<file path="config.mk">
export PLATFORM = sky130hd
export DESIGN_NAME = pcs_block_lock_fsm
export DESIGN_NICKNAME = d
export VERILOG_FILES = /design/src/rtl/pcs_pkg.sv /design/src/rtl/pcs_block_lock_fsm.sv
export SDC_FILE = /design/constraint.sdc
export NUM_CORES = 1
export LEC_CHECK = 0
export ABC_AREA = 0
export BUFFER_PORTS_ARGS = -buffer_cell sky130_fd_sc_hd__buf_4
export CAP_MARGIN = 40
export CORE_UTILIZATION = 51
export CTS_CLUSTER_DIAMETER = 100
export DETAILED_ROUTE_END_ITERATION = 10
export GPL_ROUTABILITY_DRIVEN = 1
export PLACE_DENSITY_LB_ADDON = 0.05
export SLEW_MARGIN = 5
export SYNTH_ARGS = -nofsm -noshare
export SYNTH_HDL_FRONTEND = slang
export SYNTH_SLANG_ARGS = --single-unit
export TNS_END_PERCENT = 100
</file>
<file path="constraint.sdc">
create_clock -name i_clk -period 7.4 [get_ports i_clk]
set_input_delay 1.48 -clock i_clk [delete_from_list [all_inputs] [get_ports i_clk]]
set_output_delay 1.48 -clock i_clk [all_outputs]
set_load 0.03 [all_outputs]
</file>
<file path="src/rtl/pcs_pkg.sv">
// Shared 10G PCS definitions: block-lock state encoding, sync-header values,
// and the 64b/66b block-type field values used by the XGMII encoder/decoder.
package pcs_pkg;

  // Block-lock controller states
  typedef enum logic {
    TEST_SH   = 1'b0,
    SLIP_WAIT = 1'b1
  } lock_state_t;

  // 66-bit block sync headers
  localparam logic [1:0] SYNC_DATA = 2'b01;
  localparam logic [1:0] SYNC_CTRL = 2'b10;

  // Block-type field values for control blocks
  localparam logic [7:0] BT_C8    = 8'h1e;
  localparam logic [7:0] BT_C4_O4 = 8'h2d;
  localparam logic [7:0] BT_C4_S4 = 8'h33;
  localparam logic [7:0] BT_O4_S4 = 8'h66;
  localparam logic [7:0] BT_O4_C4 = 8'h4b;
  localparam logic [7:0] BT_O4_O4 = 8'h55;
  localparam logic [7:0] BT_S0    = 8'h78;
  localparam logic [7:0] BT_T0    = 8'h87;
  localparam logic [7:0] BT_T1    = 8'h99;
  localparam logic [7:0] BT_T2    = 8'haa;
  localparam logic [7:0] BT_T3    = 8'hb4;
  localparam logic [7:0] BT_T4    = 8'hcc;
  localparam logic [7:0] BT_T5    = 8'hd2;
  localparam logic [7:0] BT_T6    = 8'he1;
  localparam logic [7:0] BT_T7    = 8'hff;

  // A sync header is usable only if it marks a data or a control block
  function automatic logic is_valid_sync(input logic [1:0] hdr);
    return (hdr == SYNC_DATA) || (hdr == SYNC_CTRL);
  endfunction

endpackage

</file>
<file path="src/rtl/pcs_block_lock_fsm.sv">
// 64b/66b receive block-lock controller. Counts sync headers in windows,
// declares lock after a clean window, drops lock after too many bad headers
// in one window, and asks the gearbox to slip one bit while alignment is bad.
module pcs_block_lock_fsm #(
  parameter int HDR_WIDTH      = 2,
  parameter int SH_CNT_MAX     = 64,
  parameter int SH_INVLD_MAX   = 16,
  parameter int SLIP_WAIT      = 8,
  parameter int LOSS_CNT_WIDTH = 16
) (
  input  logic                      i_clk,
  input  logic                      i_reset,
  input  logic [HDR_WIDTH-1:0]      i_rx_hdr,
  input  logic                      i_rx_hdr_valid,
  output logic                      o_block_lock,
  output logic                      o_slip,
  output logic [LOSS_CNT_WIDTH-1:0] o_lock_loss_cnt
);

  localparam int CNT_W  = $clog2(SH_CNT_MAX + 1);
  localparam int INV_W  = $clog2(SH_INVLD_MAX + 1);
  localparam int WAIT_W = $clog2(SLIP_WAIT + 1);

  localparam logic [CNT_W-1:0]  CNT_LAST  = CNT_W'(SH_CNT_MAX);
  localparam logic [INV_W-1:0]  INV_LAST  = INV_W'(SH_INVLD_MAX);
  localparam logic [WAIT_W-1:0] WAIT_LAST = WAIT_W'(SLIP_WAIT - 1);

  pcs_pkg::lock_state_t state_q, state_d;
  logic [CNT_W-1:0]          sh_cnt_q, sh_cnt_d;
  logic [INV_W-1:0]          sh_invld_cnt_q, sh_invld_cnt_d;
  logic [WAIT_W-1:0]         wait_cnt_q, wait_cnt_d;
  logic                      block_lock_d;
  logic                      slip_d;
  logic [LOSS_CNT_WIDTH-1:0] loss_cnt_d;

  logic             hdr_invalid;
  logic [CNT_W-1:0] n_cnt;
  logic [INV_W-1:0] n_inv;

  assign hdr_invalid = (i_rx_hdr != HDR_WIDTH'(pcs_pkg::SYNC_DATA)) &&
                       (i_rx_hdr != HDR_WIDTH'(pcs_pkg::SYNC_CTRL));
  assign n_cnt       = sh_cnt_q + CNT_W'(1);
  assign n_inv       = sh_invld_cnt_q + INV_W'(hdr_invalid);

  // Next-state and next-output computation for the lock FSM
  always_comb begin
    // NOTE: every signal gets a default before the case so no path leaves it
    // unassigned; a missing default here would infer a latch.
    state_d        = state_q;
    sh_cnt_d       = sh_cnt_q;
    sh_invld_cnt_d = sh_invld_cnt_q;
    wait_cnt_d     = wait_cnt_q;
    block_lock_d   = o_block_lock;
    slip_d         = 1'b0;
    loss_cnt_d     = o_lock_loss_cnt;

    case (state_q)
      pcs_pkg::TEST_SH: begin
        if (i_rx_hdr_valid) begin
          if (hdr_invalid && ((n_inv == INV_LAST) || !o_block_lock)) begin
            // Alignment is bad: drop lock and slip the gearbox one bit
            block_lock_d   = 1'b0;
            slip_d         = 1'b1;
            sh_cnt_d       = '0;
            sh_invld_cnt_d = '0;
            wait_cnt_d     = '0;
            state_d        = pcs_pkg::SLIP_WAIT;
          end else if (n_cnt == CNT_LAST) begin
            // Window closes; only a completely clean window grants lock
            sh_cnt_d       = '0;
            sh_invld_cnt_d = '0;
            if (n_inv == '0) block_lock_d = 1'b1;
          end else begin
            sh_cnt_d       = n_cnt;
            sh_invld_cnt_d = n_inv;
          end
        end
      end
      pcs_pkg::SLIP_WAIT: begin
        // Headers are ignored while the gearbox settles on the new alignment
        if (wait_cnt_q == WAIT_LAST) begin
          wait_cnt_d = '0;
          state_d    = pcs_pkg::TEST_SH;
        end else begin
          wait_cnt_d = wait_cnt_q + WAIT_W'(1);
        end
      end
    endcase

    // Count each loss of lock, holding at all-ones
    if (o_block_lock && !block_lock_d && (o_lock_loss_cnt != '1))
      loss_cnt_d = o_lock_loss_cnt + LOSS_CNT_WIDTH'(1);
  end

  // State, counter and output registers
  always_ff @(posedge i_clk or posedge i_reset) begin
    if (i_reset) begin
      state_q         <= pcs_pkg::TEST_SH;
      sh_cnt_q        <= '0;
      sh_invld_cnt_q  <= '0;
      wait_cnt_q      <= '0;
      o_block_lock    <= 1'b0;
      o_slip          <= 1'b0;
      o_lock_loss_cnt <= '0;
    end else begin
      // NOTE: non-blocking assignments so every register samples the values
      // from before this edge, independent of statement order.
      state_q         <= state_d;
      sh_cnt_q        <= sh_cnt_d;
      sh_invld_cnt_q  <= sh_invld_cnt_d;
      wait_cnt_q      <= wait_cnt_d;
      o_block_lock    <= block_lock_d;
      o_slip          <= slip_d;
      o_lock_loss_cnt <= loss_cnt_d;
    end
  end

endmodule
</file>
==> key figures, run 1 <==
Synthesis
  – Syn Std Cell Area: 1790 um^2
  – Post-synth EDFFs: 0
  – Synth area leader: dfrtp_1
  – Largest cells by area after synthesis: dfrtp_1 49%, xnor2_1 6.9%, nand2_1 6.7%
  – Mapped Cells: 188
  – Top FF cell, synth: dfrtp_1
  – Post-synthesis sequential area ratio: 49.0%
  – Avg Cell Area, Syn: 9.52 um^2
  – Yosys reg bits: 35
  – List of most frequent post-synthesis cells: 35 x dfrtp_1, 32 x nand2_1, 18 x nand3_1, 14 x xnor2_1, 12 x o21ai_0
  – Syn nets: 198
  – Post-synth cell types: 33
  – Ys Warns: 0
  – Most common cell in the netlist: dfrtp_1
  – Asr flop ratio synth: 100%
  – Top-area cell type share of the netlist area: 49.0%

Worst hold path
  – Hold depth: 2
  – Hold EP: sh_invld_cnt_q[0]
  – Hold WC Path Type: register to register
  – Hold path startpoint: sh_invld_cnt_q[0]

STA
  – Final worst slack: 3260 ps
  – Minimum clock period: 4140 ps
  – Setup-failing EPs final: 0
  – Clk_skew: 9.77 ps
  – Tcrit/Tclk final: 55.9%
  – Headroom to the max-slew limit: 46.3%
  – Pin slew with the least headroom to its limit: 804 ps
  – Max-slew violation count: 0
  – RSZ-0062 raised after global routing: false
  – Max frequency: 242 MHz
  – Fin Hold WS: 505 ps
  – Final Hold Viols: 0
  – Sum Neg Setup Slack: 0 ps

Final layout
  – Fraction of layout cells with a size suffix above 1: 15.9%
  – Finished Layout Cells: 260
  – Layout area overhead: 15.0%
  – Register area: 876 um^2
  – Fin util: 61.6%
  – Footprint of the multi-input gates: 872 um^2
  – Fill count: 293
  – Nets: 224
  – Ant diodes: 0

Floorplan
  – Die Y: 61.2 um
  – IO Count: 23
  – Total core area: 3340 um^2
  – Initial core utilization: 53.6%
  – Cell row count: 21
  – Die Width: 61.2 um
  – Die area: 3750 um^2

CTS
  – CTS tree: done
  – Cts repair resizes: 0
  – Setup bufs post-CTS: 0
  – Clk Latency, worst-skew pair: 340 ps
  – Cts bufs inserted: 5
  – Worst-case clock buffer depth: 2
  – CTS Sinks: 35
  – Hold_buf cts: 0
  – Htree depth: 2
  – Clk root buf: clkbuf_4
  – Clk pin slew, worst setup/hold paths: 110 ps

Route
  – Wire per inst: 13.5 um
  – Drc violations: 0
  – Drt total wl: 3520 um
  – Post-route ant nets: 0
  – Drt first-iter violations: 61
  – Vias per cell: 5.45
  – First drt pass iteration count: 4
  – Vias: 1416

Setup path
  – R2R Setup Slk: 4580 ps
  – WS Path Type: input pin to register
  – Largest fanout on the critical path: 11
  – Worst setup EP type: register
  – R2R depth: 8
  – FF-to-FF End: o_lock_loss_cnt[11]
  – Data arrival, critical path: 4370 ps
  – WP data required: 7630 ps
  – Reg2Reg Launch Point: sh_invld_cnt_q[0]
  – Startpoint types: input pin

GRT
  – First-pass GRT wire length: 5710 um
  – Vias in the first global route: 1266
  – Antenna violations before repair: 0
  – Grt ovf: 0
  – Largest net degree at the start of global routing: 36
  – Total GRT Usage: 21.1%

Power
  – Pwr dens: 232 nW/um^2
  – VDD IR max: 0.136 mV
  – Static Leakage: 0.954 nW

Place
  – Routability Congestion: 0.826
  – Placed Cells: 253
  – HPWL after detailed placement: 2540 um
  – Input/output buffers: 22
  – Pre-CTS worst setup slack: 2900 ps

Run status
  – Status: completed

Job
  – Max Cap Viol: 0
-- power by group --
| group | switching, mW | internal (mW) | leakage (nW) |
|---|---|---|---|
| combinational | 0.0708 | 0.0464 | 0.458 |
| clock | 0.0617 | 0.0440 | 0.0341 |
| sequential | 0.0323 | 0.221 | 0.462 |
-- metal layers --
metal  global-route usage (%)  share of wire, %
met1                     28.0                47
met2                     33.1                48
met3                     5.67               3.6
met4                     7.47               1.3
met5                        0                 0
-- stage by stage --
stage / cell area, um^2 / total power, mW
after floorplan: 1790 / 0.341
after global placement: 2000 / 0.366
after detailed placement: 2000 / 0.374
after CTS: 2060 / 0.482
after global routing: 2060 / 0.512
final: 2060 / 0.476
-- state kept, by name, summed over array words and instances (netlist names) --
signal,cells
sh_invld_cnt_q,5
o_block_lock,1
sh_cnt_q,7
wait_cnt_q,4
o_slip,1
o_lock_loss_cnt,16
state_q,1
-- worst max path at each step --
stage                     cells past startpoint  slack [ps]        start                   to
after floorplan                              11        3330  i_rx_hdr[0]   o_lock_loss_cnt[3]
after global placement                       11        3010  i_rx_hdr[0]   o_lock_loss_cnt[4]
after detailed placement                     11        2900  i_rx_hdr[0]  o_lock_loss_cnt[11]
after CTS                                    11        3270  i_rx_hdr[0]  o_lock_loss_cnt[11]
after global routing                         11        3090  i_rx_hdr[0]   o_lock_loss_cnt[3]
final                                        11        3260  i_rx_hdr[0]  o_lock_loss_cnt[11]
-- final cells by class --
class                      instances  share of cell area (%)
clock buffer                       6                    2.49
clock inverter                     1                   0.243
inverter                           6                    1.09
multi-input combinational        143                    42.4
sequential                        35                    42.6
tap                               46                    2.80
timing repair buffer              23                    8.39
-- worst max-delay path, stage by stage --
cell and delay (ps):
buf_4 110, xor2_1 350, inv_1 120, ha_1 220, ha_1 210, nor2b_1 150, or4_4 530, nor4_4 390
o2111a_1 480, nand4_1 170, xnor2_1 160
-- cells by family after synthesis --
group           synth area share (%)
mux                            0.559
flops                           49.0
fa+ha+maj                       3.50
buf+inv                         2.31
simple gates                    25.2
compound gates                  11.1
xor+xnor                        8.32
-- cell usage in the layout, fill, tap and decap left out, types with 2 or more instances in the layout --
cell	instances
a21oi_1	4
a31oi_1	4
and3_1	2
buf_4	23
clkbuf_4	5
dfrtp_1	35
ha_1	5
inv_1	6
nand2_1	32
nand2b_1	3
nand3_1	18
nand4_1	8
nor2_1	11
nor2b_1	6
nor3_1	4
o21ai_0	12
o22ai_1	3
xnor2_1	14
xor2_1	3
No activity file was read; power rests on OpenSTA's default activity.
==> run 2, diff against run 1 <==
- ABC_AREA: 0 -> 1
- clock period: 7.4 -> 4.19 ns (I/O delays scaled with it)
==> run 2 against run 1 <==
Effect of this change: setup slack got worse by 2000 ps; critical path depth increased by 2; total power increased to 2.6 times the previous value; highest routed layer unchanged.
==> key figures, run 2 <==
CTS
  – Clk pin slew, worst setup/hold paths: 80 ps (-30 ps)
  – CTS tree: done
  – Setup bufs post-CTS: 0 (unchanged)
  – Clk Latency, worst-skew pair: 300 ps (-40 ps)
  – CTS Sinks: 35 (unchanged)
  – Clk root buf: clkbuf_8
  – Hold_buf cts: 0 (unchanged)
  – Worst-case clock buffer depth: 2 (unchanged)
  – Htree depth: 2 (unchanged)
  – Cts repair resizes: 0 (unchanged)
  – Cts bufs inserted: 5 (unchanged)

GRT
  – Total GRT Usage: 24.1% (+3.0 points)
  – Largest net degree at the start of global routing: 36 (unchanged)
  – Vias in the first global route: 1832 (+45%)
  – Antenna violations before repair: 0 (unchanged)
  – First-pass GRT wire length: 8330 um (+46%)
  – Grt ovf: 0 (unchanged)

STA
  – RSZ-0062 raised after global routing: false
  – Headroom to the max-slew limit: 54.3% (+7.9 points)
  – Minimum clock period: 2960 ps
  – Setup-failing EPs final: 0 (unchanged)
  – Sum Neg Setup Slack: 0 ps (unchanged)
  – Max frequency: 337 MHz
  – Final worst slack: 1230 ps (-2040 ps)
  – Clk_skew: 2.98 ps (-6.79 ps)
  – Tcrit/Tclk final: 70.8%
  – Pin slew with the least headroom to its limit: 685 ps (-118 ps)
  – Max-slew violation count: 0 (unchanged)
  – Final Hold Viols: 0 (unchanged)

Route
  – Vias per cell: 5.40 (-0.76%)
  – Wire per inst: 13.6 um (+0.19%)
  – Post-route ant nets: 0 (unchanged)
  – Drt first-iter violations: 118 (+93%)
  – Drt total wl: 5060 um (+44%)
  – Drc violations: 0 (unchanged)
  – First drt pass iteration count: 4 (unchanged)
  – Vias: 2016 (+42%)

Synthesis
  – Mux share of post-synthesis cell area: 0% (-0.56 points)
  – Adder-cell share of the synthesized area: 2.76% (-0.74 points)
  – Syn Std Cell Area: 2270 um^2 (+27%)
  – Post-synthesis simple-gate area fraction: 32.2% (+6.9 points)
  – Post-synth cell types: 27 (-18%)
  – Top FF cell, synth: dfrtp_1
  – Syn nets: 310 (+57%)
  – Top-area cell type share of the netlist area: 38.6% (-10 points)
  – Largest family of logic cells by synthesized area: simple AND/OR/NAND/NOR gates
  – Yosys reg bits: 35 (unchanged)
  – List of most frequent post-synthesis cells: 77 x nand2_1, 39 x inv_1, 35 x dfrtp_1, 26 x nand3_1, 24 x nor2_1
  – Most common cell in the netlist: nand2_1
  – Ys Warns: 0 (unchanged)
  – Post-synthesis sequential area ratio: 38.6% (-10 points)
  – Largest cells by area after synthesis: dfrtp_1 39%, nand2_1 13%, inv_1 6.4%
  – Asr flop ratio synth: 100% (unchanged)
  – Mapped Cells: 300 (+60%)
  – Synth area leader: dfrtp_1
  – Synth Area in XOR/XNOR: 5.79% (-2.5 points)
  – Avg Cell Area, Syn: 7.57 um^2 (-21%)
  – Synth Area in Compound Gates: 11.0% (-0.094 points)
  – Post-synth EDFFs: 0 (unchanged)

Power
  – VDD IR max: 0.317 mV (+130%)
  – Switching power share of the total: 36.8% (+2.2 points)
  – Clock share of power: 30.6% (+8.4 points)
  – Pwr dens: 471 nW/um^2 (+100%)
  – Static Leakage: 1.44 nW (+51%)
  – Sequential power share: 40.6% (-13 points)
  – Combinational share of power: 28.9% (+4.3 points)
  – P_int: 0.770 mW (+150%)
  – Switching pwr: 0.448 mW (+170%)

Place
  – Input/output buffers: 22 (unchanged)
  – Pre-CTS worst setup slack: 913 ps (-1990 ps)
  – DP Area: 2450 um^2 (+22%)
  – HPWL after detailed placement: 3400 um (+34%)
  – Routability Congestion: 0.821 (-0.52%)

Setup path
  – Data arrival, critical path: 3150 ps (-1220 ps)
  – CP max stage delay: 370 ps (-160 ps)
  – WP depth: 13 (+2)
  – Cell Chain, Critical Path: buf_4 > xor2_1 > inv_1 > ha_1 > ha_1 > inv_1 > nand2_1 > nor2_2 > nand3_2 > nand2_2 > nand3_2 > o21bai_1 > nand2_1
  – Reg2Reg Launch Point: sh_invld_cnt_q[0]
  – WP data required: 4370 ps (-3260 ps)
  – CP Capture Point: o_lock_loss_cnt[9]
  – WS Path Type: input pin to register
  – Slowest-stage cell, CP: nand3_2
  – R2R depth: 10 (+2)
  – FF-to-FF End: o_lock_loss_cnt[9]
  – Largest fanout on the critical path: 21 (+10)
  – R2R Setup Slk: 1940 ps (-2640 ps)
  – Crit. Startpoint: i_rx_hdr[0]
  – Worst setup EP type: register
  – Cell family contributing the most delay on the critical path: simple AND/OR/NAND/NOR gates
  – Startpoint types: input pin
  – Crit path buf inv count: 3 (+1)

Final layout
  – Ant diodes: 0 (unchanged)
  – Max reg flops: 16 (unchanged)
  – Most common cell after layout, fill and taps aside: nand2_1
  – Largest regs: o_lock_loss_cnt x16, sh_cnt_q x7, sh_invld_cnt_q x5
  – Fraction of layout cells with a size suffix above 1: 14.6% (-1.3 points)
  – Fin util: 62.3% (+0.71 points)
  – Fin area: 2580 um^2 (+26%)
  – Most frequent cells in the layout: 77 x nand2_1, 39 x inv_1, 35 x dfrtp_1
  – Largest Register: o_lock_loss_cnt
  – Layout area overhead: 13.8%
  – Nets: 332 (+48%)

Floorplan
  – Cell row count: 23 (+9.5%)
  – Die area: 4720 um^2 (+26%)
  – Die Y: 68.7 um (+12%)
  – Total core area: 4140 um^2 (+24%)
  – Initial core utilization: 54.8% (+1.2 points)
  – IO Count: 23 (unchanged)
  – Die Width: 68.7 um (+12%)

Job
  – Max Cap Viol: 0 (unchanged)

Run status
  – Status: completed

Worst hold path
  – Hold WC Path Type: register to register
## run 2: cell type report
cell class | count | area, um^2
Multi-Input combinational cell | 215 | 1170
Tap cell | 50 | 62.6
Timing Repair Buffer | 24 | 180
Clock buffer | 5 | 68.8
Sequential cell | 35 | 876
Fill cell | 391 | 1560
Clock inverter | 3 | 67.6
Inverter | 41 | 154
## run 2: layer usage
layer	vias up	global-route usage (%)	share of wire, %
met5	-	0	0
met1	950	34.2	51
li1	1021	-	-
met3	5	3.95	3.2
met4	0	9.18	1.3
met2	40	36.5	45
## run 2: worst min-delay path, cell delays in order (launching register included)
cell,delay [ps]
dfrtp_1,360
nand2_1,60
nand2_1,50
## run 2: logic make-up (layout without fill, tap and decap cells)
| logic type | after synthesis | count (layout) |
|---|---|---|
| simple gates | 160 | 160 |
| compound gates | 35 | 35 |
| flops | 35 | 35 |
| buf+inv | 50 | 73 |
| fa+ha+maj | 5 | 5 |
| xor+xnor | 15 | 15 |
## run 2: through the flow
step | cells | power, mW | hold slack, ps
3_5_place_dp | 365 | 0.848 | 474
6_report | 373 | 1.22 | 499
5_1_grt | 373 | 1.30 | 551
4_1_cts | 373 | 1.23 | 495
2_1_floorplan | 300 | 0.772 | 456
3_3_place_gp | 365 | 0.844 | 482
## run 2: worst min-delay path by stage
stage | endpoint | startpoint | cells past startpoint | slack (ps)
2_1_floorplan | sh_invld_cnt_q[0] | sh_invld_cnt_q[0] | 2 | 460
4_1_cts | sh_invld_cnt_q[0] | sh_invld_cnt_q[0] | 2 | 500
3_3_place_gp | sh_invld_cnt_q[0] | sh_invld_cnt_q[0] | 2 | 480
5_1_grt | sh_invld_cnt_q[0] | sh_invld_cnt_q[0] | 2 | 550
6_report | sh_invld_cnt_q[0] | sh_invld_cnt_q[0] | 2 | 500
3_5_place_dp | sh_invld_cnt_q[0] | sh_invld_cnt_q[0] | 2 | 470
## run 2: power groups by stage
stage	combinational [mW]	clock [mW]	sequential, mW
6_report	0.351	0.372	0.494
5_1_grt	0.409	0.389	0.506
4_1_cts	0.352	0.381	0.493
3_5_place_dp	0.350	0	0.499
3_3_place_gp	0.347	0	0.498
2_1_floorplan	0.278	0	0.494
==> run 3, diff against run 2 <==
- clock period: 4.19 -> 3.1 ns (I/O delays scaled with it)
==> run 3 against run 2 <==
Effect of this change: cell count rose by 0.80%; hold slack lost 76 ps; total power is 30% higher; via count shrank 0.30%; clock skew up 6.6 ps; global-route usage rose by 0.61 points; die area stayed put.
==> key figures, run 3 (synthesized netlist as in run 2, its figures left out) <==
Final layout
  – Finished Layout Cells: 376 (+0.80%)
  – Max reg flops: 16 (unchanged)
  – Fill count: 404 (+3.3%)
  – Footprint of the multi-input gates: 1170 um^2 (unchanged)
  – Largest Register: o_lock_loss_cnt
  – Largest regs: o_lock_loss_cnt x16, sh_cnt_q x7, sh_invld_cnt_q x5
  – Fraction of layout cells with a size suffix above 1: 15.3% (+0.79 points)
  – Nets: 335 (+0.90%)
  – Layout area overhead: 13.8% (about the same)
  – Register area: 876 um^2 (unchanged)
  – Most frequent cells in the layout: 77 x nand2_1, 39 x inv_1, 35 x dfrtp_1
  – Ant diodes: 0 (unchanged)
  – Most common cell after layout, fill and taps aside: nand2_1

Power
  – Combinational share of power: 31.4% (+2.5 points)
  – VDD IR max: 0.429 mV (+35%)
  – Sequential power share: 42.1% (+1.5 points)
  – Static Leakage: 1.45 nW (+0.53%)
  – Switching power share of the total: 38.7% (+1.9 points)
  – P_int: 0.972 mW (+26%)
  – Clock share of power: 26.5% (-4.1 points)
  – Pwr dens: 614 nW/um^2 (+30%)
  – Switching pwr: 0.613 mW (+37%)

GRT
  – Grt ovf: 0 (unchanged)
  – Vias in the first global route: 1841 (+0.49%)
  – Largest net degree at the start of global routing: 36 (unchanged)
  – First-pass GRT wire length: 8510 um (+2.1%)
  – Antenna violations before repair: 0 (unchanged)
  – Total GRT Usage: 24.7% (+0.61 points)

Route
  – Post-route ant nets: 0 (unchanged)
  – Drc violations: 0 (unchanged)
  – Vias per cell: 5.35 (-1.1%)
  – First drt pass iteration count: 4 (unchanged)
  – Vias: 2010 (-0.30%)
  – Drt first-iter violations: 123 (+4.2%)
  – Wire per inst: 13.6 um (+0.22%)
  – Drt total wl: 5110 um (+1.0%)

CTS
  – Hold_buf cts: 0 (unchanged)
  – Clk pin slew, worst setup/hold paths: 80 ps (about the same)
  – Cts bufs inserted: 5 (unchanged)
  – Setup bufs post-CTS: 0 (unchanged)
  – CTS Sinks: 35 (unchanged)
  – CTS tree: done
  – Htree depth: 2 (unchanged)
  – Clk root buf: clkbuf_8
  – Cts repair resizes: 0 (unchanged)
  – Worst-case clock buffer depth: 2 (unchanged)
  – Clk Latency, worst-skew pair: 290 ps (about the same)

Setup path
  – Startpoint types: input pin
  – Largest fanout on the critical path: 11 (-48%)
  – FF-to-FF End: sh_invld_cnt_q[3]
  – WP data required: 3280 ps (-1090 ps)
  – R2R depth: 10 (unchanged)
  – Data arrival, critical path: 2710 ps (-440 ps)
  – R2R Setup Slk: 1060 ps (-880 ps)
  – WS Path Type: input pin to register
  – Reg2Reg Launch Point: sh_invld_cnt_q[0]
  – Worst setup EP type: register

STA
  – Final Hold Viols: 0 (unchanged)
  – Pin slew with the least headroom to its limit: 694 ps (+8.37 ps)
  – Fin Hold WS: 423 ps (-76.3 ps)
  – Headroom to the max-slew limit: 53.7% (-0.56 points)
  – Setup-failing EPs final: 0 (unchanged)
  – Max-slew violation count: 0 (unchanged)
  – Minimum clock period: 2530 ps
  – RSZ-0062 raised after global routing: false
  – Tcrit/Tclk final: 81.7%
  – Clk_skew: 9.62 ps (+6.64 ps)
  – Max frequency: 395 MHz
  – Sum Neg Setup Slack: 0 ps (unchanged)

Floorplan
  – IO Count: 23 (unchanged)
  – Total core area: 4140 um^2 (unchanged)
  – Die Width: 68.7 um (unchanged)
  – Cell row count: 23 (unchanged)
  – Initial core utilization: 54.8% (unchanged)
  – Die Y: 68.7 um (unchanged)
  – Die area: 4720 um^2 (unchanged)

Run status
  – Status: completed

Job
  – Max Cap Viol: 0 (unchanged)

Place
  – HPWL after detailed placement: 3570 um (+5.2%)
  – Placed Cells: 368 (+0.82%)
  – Input/output buffers: 22 (unchanged)
  – Routability Congestion: 0.874 (+6.4%)

Worst hold path
  – Hold WC Path Type: input pin to asynchronous set/reset pin
[run 3: cell type report]
cell class                      instances  area share, %
Clock buffer                            5           2.66
Tap cell                               50           2.42
Multi-Input combinational cell        215           45.5
Timing Repair Buffer                   27           7.85
Clock inverter                          3           1.70
Inverter                               41           5.96
Sequential cell                        35           33.9
[run 3: metal layers]
| layer | track usage (%) | routed length, um | share of wire (%) |
|---|---|---|---|
| met1 | 34.1 | 2540 | 50 |
| met2 | 39.0 | 2290 | 45 |
| met3 | 4.93 | 228 | 4.5 |
| met4 | 7.14 | 51 | 1.0 |
| met5 | 0 | 0 | 0 |
[run 3: power groups by stage]
stage | combinational (mW) | sequential (mW) | clock (mW)
after floorplan | 0.376 | 0.667 | 0
after global placement | 0.484 | 0.673 | 0
after detailed placement | 0.498 | 0.674 | 0
after CTS | 0.500 | 0.666 | 0.430
after global routing | 0.574 | 0.685 | 0.446
final | 0.498 | 0.667 | 0.420
[run 3: worst max-delay path by stage]
stage,to,depth (start not counted),slack (ps),startpoint
floorplan,o_lock_loss_cnt[15],13,630,i_rx_hdr[0]
finish,sh_invld_cnt_q[3],13,570,i_rx_hdr[0]
global placement,o_lock_loss_cnt[4],12,330,i_rx_hdr[0]
detailed placement,sh_invld_cnt_q[3],13,270,i_rx_hdr[0]
CTS,o_lock_loss_cnt[5],12,580,i_rx_hdr[0]
global route,o_lock_loss_cnt[5],12,370,i_rx_hdr[0]
[run 3: critical path, stage by stage]
cell	delay, ps
buf_4	110
xor2_1	280
inv_1	150
ha_1	240
ha_1	270
inv_1	70
nand2_1	60
nor2_2	140
nand3_2	130
nand2_2	100
nand2_1	250
nand3_1	180
o21ai_0	100
[run 3: metrics by stage]
| stage | utilization (%) | cell area, um^2 | setup slack, ps | power, mW |
|---|---|---|---|---|
| global route | 62.3 | 2580 | 374 | 1.70 |
| floorplan | - | 2270 | 634 | 1.04 |
| global placement | 59.6 | 2470 | 331 | 1.16 |
| finish | 62.3 | 2580 | 566 | 1.58 |
| CTS | 62.3 | 2580 | 578 | 1.60 |
| detailed placement | 59.6 | 2470 | 269 | 1.17 |
